### config.mk
export PLATFORM = sky130hd
export DESIGN_NAME = fetch_unit
export DESIGN_NICKNAME = d
export VERILOG_FILES = /design/src/rtl/fetch_unit.sv
export SDC_FILE = /design/constraint.sdc
export NUM_CORES = 1
export LEC_CHECK = 0
export ABC_AREA = 1
export BUFFER_PORTS_ARGS = -buffer_cell sky130_fd_sc_hd__buf_2
export CAP_MARGIN = 20
export CORE_AREA = 2 2 115 117
export DETAILED_ROUTE_END_ITERATION = 8
export DIE_AREA = 0 0 117 119
export PLACE_DENSITY = 0.84
export SYNTH_ARGS = -nofsm -noshare
export SYNTH_HDL_FRONTEND = slang
export SYNTH_SLANG_ARGS = --single-unit
export TNS_END_PERCENT = 50
### constraint.sdc
create_clock -name I_CLOCK -period 3.8 [get_ports I_CLOCK]
set_clock_uncertainty 0.1 [all_clocks]
set_input_delay 0.38 -clock I_CLOCK [delete_from_list [all_inputs] [get_ports I_CLOCK]]
set_output_delay 0.38 -clock I_CLOCK [all_outputs]
set_load 0.005 [all_outputs]
### src/rtl/fetch_unit.sv
// Instruction fetch stage: PC, one-cycle-latency instruction memory requests,
// a one-entry skid buffer for Decode stalls and branch/redirect handling.
`timescale 1ns/1ps
module fetch_unit #(
  parameter int PC_WIDTH = 16,
  parameter int IR_WIDTH = 32,
  parameter logic [PC_WIDTH-1:0] RESET_PC = '0
) (
  input  logic                I_CLOCK,
  input  logic                I_RESET_N,
  input  logic                I_LOCK,
  input  logic                I_DepStallSignal,
  input  logic                I_BranchStallSignal,
  input  logic                I_GPUStallSignal,
  input  logic [PC_WIDTH-1:0] I_WriteBackPC,
  input  logic                I_WriteBackPCEn,
  input  logic [IR_WIDTH-1:0] I_IMemData,
  output logic [PC_WIDTH-1:0] O_IMemAddr,
  output logic                O_IMemRdEn,
  output logic                O_LOCK,
  output logic [PC_WIDTH-1:0] O_PC,
  output logic [IR_WIDTH-1:0] O_IR,
  output logic                O_FE_Valid
);

  typedef enum logic {RUN, BR_WAIT} state_e;

  localparam logic [PC_WIDTH-1:0] PC_STEP = PC_WIDTH'(4);

  state_e              state_q, state_d;
  logic [PC_WIDTH-1:0] pc_q, pc_d;
  logic                infl_vld_q, infl_vld_d;
  logic [PC_WIDTH-1:0] infl_pc_q, infl_pc_d;
  logic                skid_vld_q, skid_vld_d;
  logic [IR_WIDTH-1:0] skid_ir_q, skid_ir_d;
  logic [PC_WIDTH-1:0] skid_pc_q, skid_pc_d;
  logic                out_vld_q, out_vld_d;
  logic [IR_WIDTH-1:0] out_ir_q, out_ir_d;
  logic [PC_WIDTH-1:0] out_pc_q, out_pc_d;
  logic                lock_q;
  logic                stall;
  logic                br_take;
  logic                rd_en;

  assign stall   = I_DepStallSignal | I_GPUStallSignal;
  // A presented branch is only retired once no stall is holding it in place.
  assign br_take = (state_q == RUN) & I_BranchStallSignal & out_vld_q & ~stall & ~I_WriteBackPCEn;

  always_ff @(posedge I_CLOCK or negedge I_RESET_N) begin
    if (!I_RESET_N) state_q <= RUN;
    else            state_q <= state_d;
  end

  always_comb begin
    state_d = state_q;
    if (I_LOCK) begin
      if (I_WriteBackPCEn) state_d = RUN;
      else if (br_take)    state_d = BR_WAIT;
    end
  end

  always_comb begin
    rd_en = I_RESET_N & I_LOCK & (state_q == RUN) & ~stall & ~I_WriteBackPCEn
          & ~(I_BranchStallSignal & out_vld_q);
  end

  always_comb begin
    pc_d       = pc_q;
    infl_vld_d = infl_vld_q;
    infl_pc_d  = infl_pc_q;
    skid_vld_d = skid_vld_q;
    skid_ir_d  = skid_ir_q;
    skid_pc_d  = skid_pc_q;
    out_vld_d  = out_vld_q;
    out_ir_d   = out_ir_q;
    out_pc_d   = out_pc_q;
    if (I_LOCK) begin
      if (I_WriteBackPCEn) begin
        pc_d       = I_WriteBackPC;
        infl_vld_d = 1'b0;
        skid_vld_d = 1'b0;
        out_vld_d  = 1'b0;
      end else if (stall) begin
        // No request issues while stalled, so the skid never overflows.
        if (infl_vld_q) begin
          skid_vld_d = 1'b1;
          skid_ir_d  = I_IMemData;
          skid_pc_d  = infl_pc_q + PC_STEP;
        end
        infl_vld_d = 1'b0;
      end else if (br_take) begin
        out_vld_d  = 1'b0;
        infl_vld_d = 1'b0;
        skid_vld_d = 1'b0;
      end else begin
        if (skid_vld_q) begin
          out_vld_d  = 1'b1;
          out_ir_d   = skid_ir_q;
          out_pc_d   = skid_pc_q;
          skid_vld_d = 1'b0;
        end else if (infl_vld_q) begin
          out_vld_d = 1'b1;
          out_ir_d  = I_IMemData;
          out_pc_d  = infl_pc_q + PC_STEP;
        end else begin
          out_vld_d = 1'b0;
        end
        infl_vld_d = rd_en;
        infl_pc_d  = pc_q;
        if (rd_en) pc_d = pc_q + PC_STEP;
      end
    end
  end

  always_ff @(posedge I_CLOCK or negedge I_RESET_N) begin
    if (!I_RESET_N) begin
      pc_q       <= RESET_PC;
      infl_vld_q <= 1'b0;
      infl_pc_q  <= '0;
      skid_vld_q <= 1'b0;
      skid_ir_q  <= '0;
      skid_pc_q  <= '0;
      out_vld_q  <= 1'b0;
      out_ir_q   <= '0;
      out_pc_q   <= '0;
      lock_q     <= 1'b0;
    end else begin
      pc_q       <= pc_d;
      infl_vld_q <= infl_vld_d;
      infl_pc_q  <= infl_pc_d;
      skid_vld_q <= skid_vld_d;
      skid_ir_q  <= skid_ir_d;
      skid_pc_q  <= skid_pc_d;
      out_vld_q  <= out_vld_d;
      out_ir_q   <= out_ir_d;
      out_pc_q   <= out_pc_d;
      lock_q     <= I_LOCK;
    end
  end

  assign O_IMemAddr = pc_q;
  assign O_IMemRdEn = rd_en;
  assign O_LOCK     = lock_q;
  assign O_PC       = out_pc_q;
  assign O_IR       = out_ir_q;
  assign O_FE_Valid = out_vld_q;

endmodule

## After elaboration in Yosys (flattened, before gate mapping)

Index checks and enable logic that the tools add are counted.

- $add $sub $neg: 2
- $mul: 0
- Div/mod/pow operators: 0
- $lt $le $gt $ge: 0
- Equality and inequality tests: 3
- Shifts and indexed selects: 0
- Mux-type cells: 21
- Bitwise gates (word level): 16
- Reductions and logical operators: 10

Operators with widths:

| kind | count |
|---|---|
| 16-bit two-way mux | 6 |
| 32-bit two-way mux | 2 |
| 16-bit by 3-bit adder with 16-bit output (second input constant) | 2 |
| 1-bit two-way mux | 13 |
| 4-bit AND reduction | 3 |
| 1-bit bitwise AND | 10 |
| 2-bit AND reduction | 3 |
| 2-bit nonzero test | 3 |
| 1-bit inverter | 5 |
| 5-bit AND reduction | 1 |
| 2-bit != test (second input constant) | 2 |
| 3-bit != test (second input constant) | 1 |
| 1-bit bitwise OR | 1 |

- Register bits after elaboration: 133
- Bits in latches: 0
- Bits in writable memories: 0
- ROM bits: 0
- Input bits: 55
- Output and inout bits: 67
- Logic and storage cells: 63
- Memories: 0

## Longest topological paths before layout

- Depth after elaboration: 9
- Depth in mapped cells: 10

## Worst setup path after synthesis

Ideal clock, no wire load.

- Kind: input -> register
- From: input port I_WriteBackPCEn
- To: register out_ir_q[30], in the netlist O_IR[30]
- Library setup time: 0.124 ns
- Data arrival time: 1.313 ns
- Path slack: 2.263 ns
- Stages on the path: 9
- Cell sequence: buf_2 inv_4 nand3_4 inv_2 nand3_2 buf_4 buf_2 nand2_1 nand2_1

- Longest elaborated chain between the ends: 4

Ends and longest elaborated chain:

| element | line | text |
|---|---|---|
| from (decl) | 16 | `input logic I_WriteBackPCEn,` |
| 1-bit inverter (no source line) * | -- |  |
| 1-bit bitwise AND | 47 | `assign br_take = (state_q == RUN) & I_BranchStallSignal & out_vld_q & ~stall & ~I_WriteBackPCEn;` |
| 1-bit inverter (no source line) | -- |  |
| 5-bit AND reduction (no source line) * | -- |  |
| to (signal assigned) | 135 | `out_ir_q <= out_ir_d;` |
| to (decl) | 38 | `logic [IR_WIDTH-1:0] out_ir_q, out_ir_d;` |

Mark *: on every way between the ends. The rest lies on a longest branch, timed or not.
A chain may end at the register's enable or synchronous reset.

## Worst setup path after layout

- From: register out_vld_q, in the netlist O_FE_Valid
- To: register out_ir_q[6], in the netlist O_IR[6]

- Longest elaborated chain between the ends: 5

Ends and longest elaborated chain:

| element | line | text |
|---|---|---|
| from (decl) | 37 | `logic out_vld_q, out_vld_d;` |
| from (signal assigned) | 134 | `out_vld_q <= out_vld_d;` |
| 1-bit bitwise AND (3 in a row) | 47 |  |
| 1-bit inverter (no source line) | -- |  |
| 5-bit AND reduction (no source line) | -- |  |

No other way between the ends.

==> reports/results.ini <==
[status]
status = finished clean

[flow_run]
cap_violations = 0

[clock_tree]
cts_tree = yes
clockBufferDepth = 2
clk_latency_ps = 420
cts_made_buffers = 17
clkTransAtPathRegs_ps = 60
cts_sinks = 133
postCtsResizedCells = 0
h-tree-depth = 4
clock-root-buffer = clkbuf_16

[yosys]
netlist_instances = 791
async_reset_ff_share_pct = 100
ys_warn_count = 0
synth_area_leaders = dfrtp_1, nand2_1, o211ai_1
syn_area_per_cell_um2 = 7.90
yosys-top-cells-count = nand2_1, dfrtp_1, inv_1, nor2_1, o21ai_0
synth_top_cell_by_area = dfrtp_1
yosysUniqueCellTypes = 30
synth-seq-area-share_pct = 53.3
synth_fp_nets = 848
syn_area_mm2 = 0.00625
synth.top_cell.area_share_pct = 53.3
synth.most_common_cell = nand2_1
yosys_most_used_dff = dfrtp_1
yosys_register_bits = 133
synth_edf_count = 0

[global_routing]
gr-usage-all-layers_pct = 21.7
overflow = 0
antenna_found_initial = 0
grt_pass1_vias = 5096
grt_pass1_wl_um = 23900
grt_max_degree = 92

[placed_design]
port_buffers = 121
routabilityCongestion = 0.861
dpl_cell_area_mm2 = 0.00694
hpwlAfterDp_um = 9170

[route]
wl_um = 14100
initialDrtViolationCount = 467
ant_nets = 0
vias = 5470
drc = 0
via_per_inst = 5.04
drt_pass1_iterations = 5
wl_per_cell_um = 13.0

[sta]
hold_viol_final = 0
setup_viol_count_final = 0
worst_pin_slew_ps = 937
max_freq_mhz = 408
max-slew-margin-rel_pct = 37.5
finalCritPeriodShare_pct = 64.5
rsz0062_at_grt = false
min_period_ps = 2450
drv_slew = 0
final.setup.tns_ps = 0

[cells_and_area]
areaGrowthSynthToFinish_pct = 20.7
fin_util_pct = 58.6
stdcell_area_mm2 = 0.00755
drive_gt1_share_pct = 18.4
fin_nets = 956
antenna_cells = 0

[floorplan]
start_util_pct = 48.5
die_w_um = 117
dieHeight_um = 119
placementRows = 42
die_area_mm2 = 0.0139
core_mm2 = 0.0129
ios = 122

[worst_hold_path]
hp-class = input pin to register

[worst_setup_path]
crit_path_max_fanout = 38
cp-start-kind = register
worst_setup_path_end_kind = register
crit_type = register to register
arrival_ps = 2710
crit_required_ps = 4060

[power]
ir_drop_mv = 0.273
power.leakage_uw = 0.00423
p_per_area_mw_per_mm2 = 581

## cell usage in the layout (no fill, tap or decap), drive strengths merged
| cell type | instances |
|---|---|
| a22oi | 1 |
| xor2 | 2 |
| nand3b | 2 |
| o21ai | 73 |
| buf | 125 |
| ha | 2 |
| or2 | 3 |
| a21oi | 7 |
| dfrtp | 133 |
| nand4 | 8 |
| nor2 | 61 |
| nand2 | 306 |
| clkinv | 4 |
| a31oi | 5 |
| nand3 | 38 |
| clkbuf | 22 |
| clkinvlp | 1 |
| bufinv | 3 |
| o22ai | 1 |
| dlygate4sd3 | 1 |
| inv | 75 |
| o211ai | 36 |
| xnor2 | 1 |
## through the flow
step	total power (µW)	std cells	worst slack [ps]	hold WS [ps]
floorplan	2380	791	2260	-15.6
global route	4660	1086	1100	57.7
global placement	2690	1054	1230	283
finish	4380	1086	1350	51.4
detailed placement	2730	1055	1130	283
CTS	4410	1086	1340	35.8
## state kept, by name (all words and copies together), names as in the netlist
| name | cells |
|---|---|
| O_IR | 32 |
| O_IMemAddr | 16 |
| O_LOCK | 1 |
| skid_vld_q | 1 |
| O_PC | 16 |
| O_FE_Valid | 1 |
| skid_pc_q | 16 |
| state_q | 1 |
| skid_ir_q | 32 |
| infl_pc_q | 16 |
| infl_vld_q | 1 |
## final timing paths
check                      cells past startpoint            end  slack (ps)              from
min in group asynchronous                      2   skid_ir_q[6]         390         I_RESET_N
max                                            7        O_IR[6]        1350        O_FE_Valid
max in group asynchronous                      3  skid_pc_q[12]        1880         I_RESET_N
max reg2reg                                    7        O_IR[6]        1350        O_FE_Valid
min reg2reg                                    2        O_PC[9]         370           O_PC[9]
min                                            3  O_IMemAddr[0]          50  I_WriteBackPC[0]
## critical path: stages, from the launching register on
cell      delay (ps)
dfrtp_1          410
nand2_1          100
inv_1             50
nand3_1          120
nand3_2          520
inv_2            740
o211ai_1         220
nand2_1          110
## kinds of logic after synthesis
| logic type | share of synthesized area, % |
|---|---|
| flip-flops | 53.3 |
| AND/OR/NAND/NOR | 26.9 |
| buffers and inverters | 7.55 |
| XOR/XNOR | 0.420 |
| adder cells (fa/ha/maj) | 0.400 |
| AO/OA/AOI/OAI | 11.5 |
## power breakdown
group          switching, µW  internal [µW]  leakage (µW)
Sequential               225           1730       0.00172
Combinational            431            325       0.00222
Clock                    592           1080      0.000292
## layer usage
layer | GRT usage (%) | part of all wire (%) | up-vias
li1 | - | - | 2738
met4 | 7.87 | 1.3 | 0
met5 | 0 | 0 | -
met2 | 32.8 | 46 | 203
met3 | 5.55 | 6.1 | 13
met1 | 30.2 | 46 | 2516
## cell type report
type | count | area [µm²]
clock inverters | 8 | 125
well taps | 176 | 220
clock buffers | 22 | 474
inverters | 75 | 284
flip-flops and latches | 133 | 3330
multi-input cells | 546 | 2450
repair buffers | 126 | 664
fillers | 1127 | 5330
## what timing repair did
action                                  CTS  global route
setup buffers                             0             0
endpoints found under the setup margin    0             0
endpoints found under the hold margin    57             0
hold buffers                              1             0
Power figures use the tool's default switching activity.
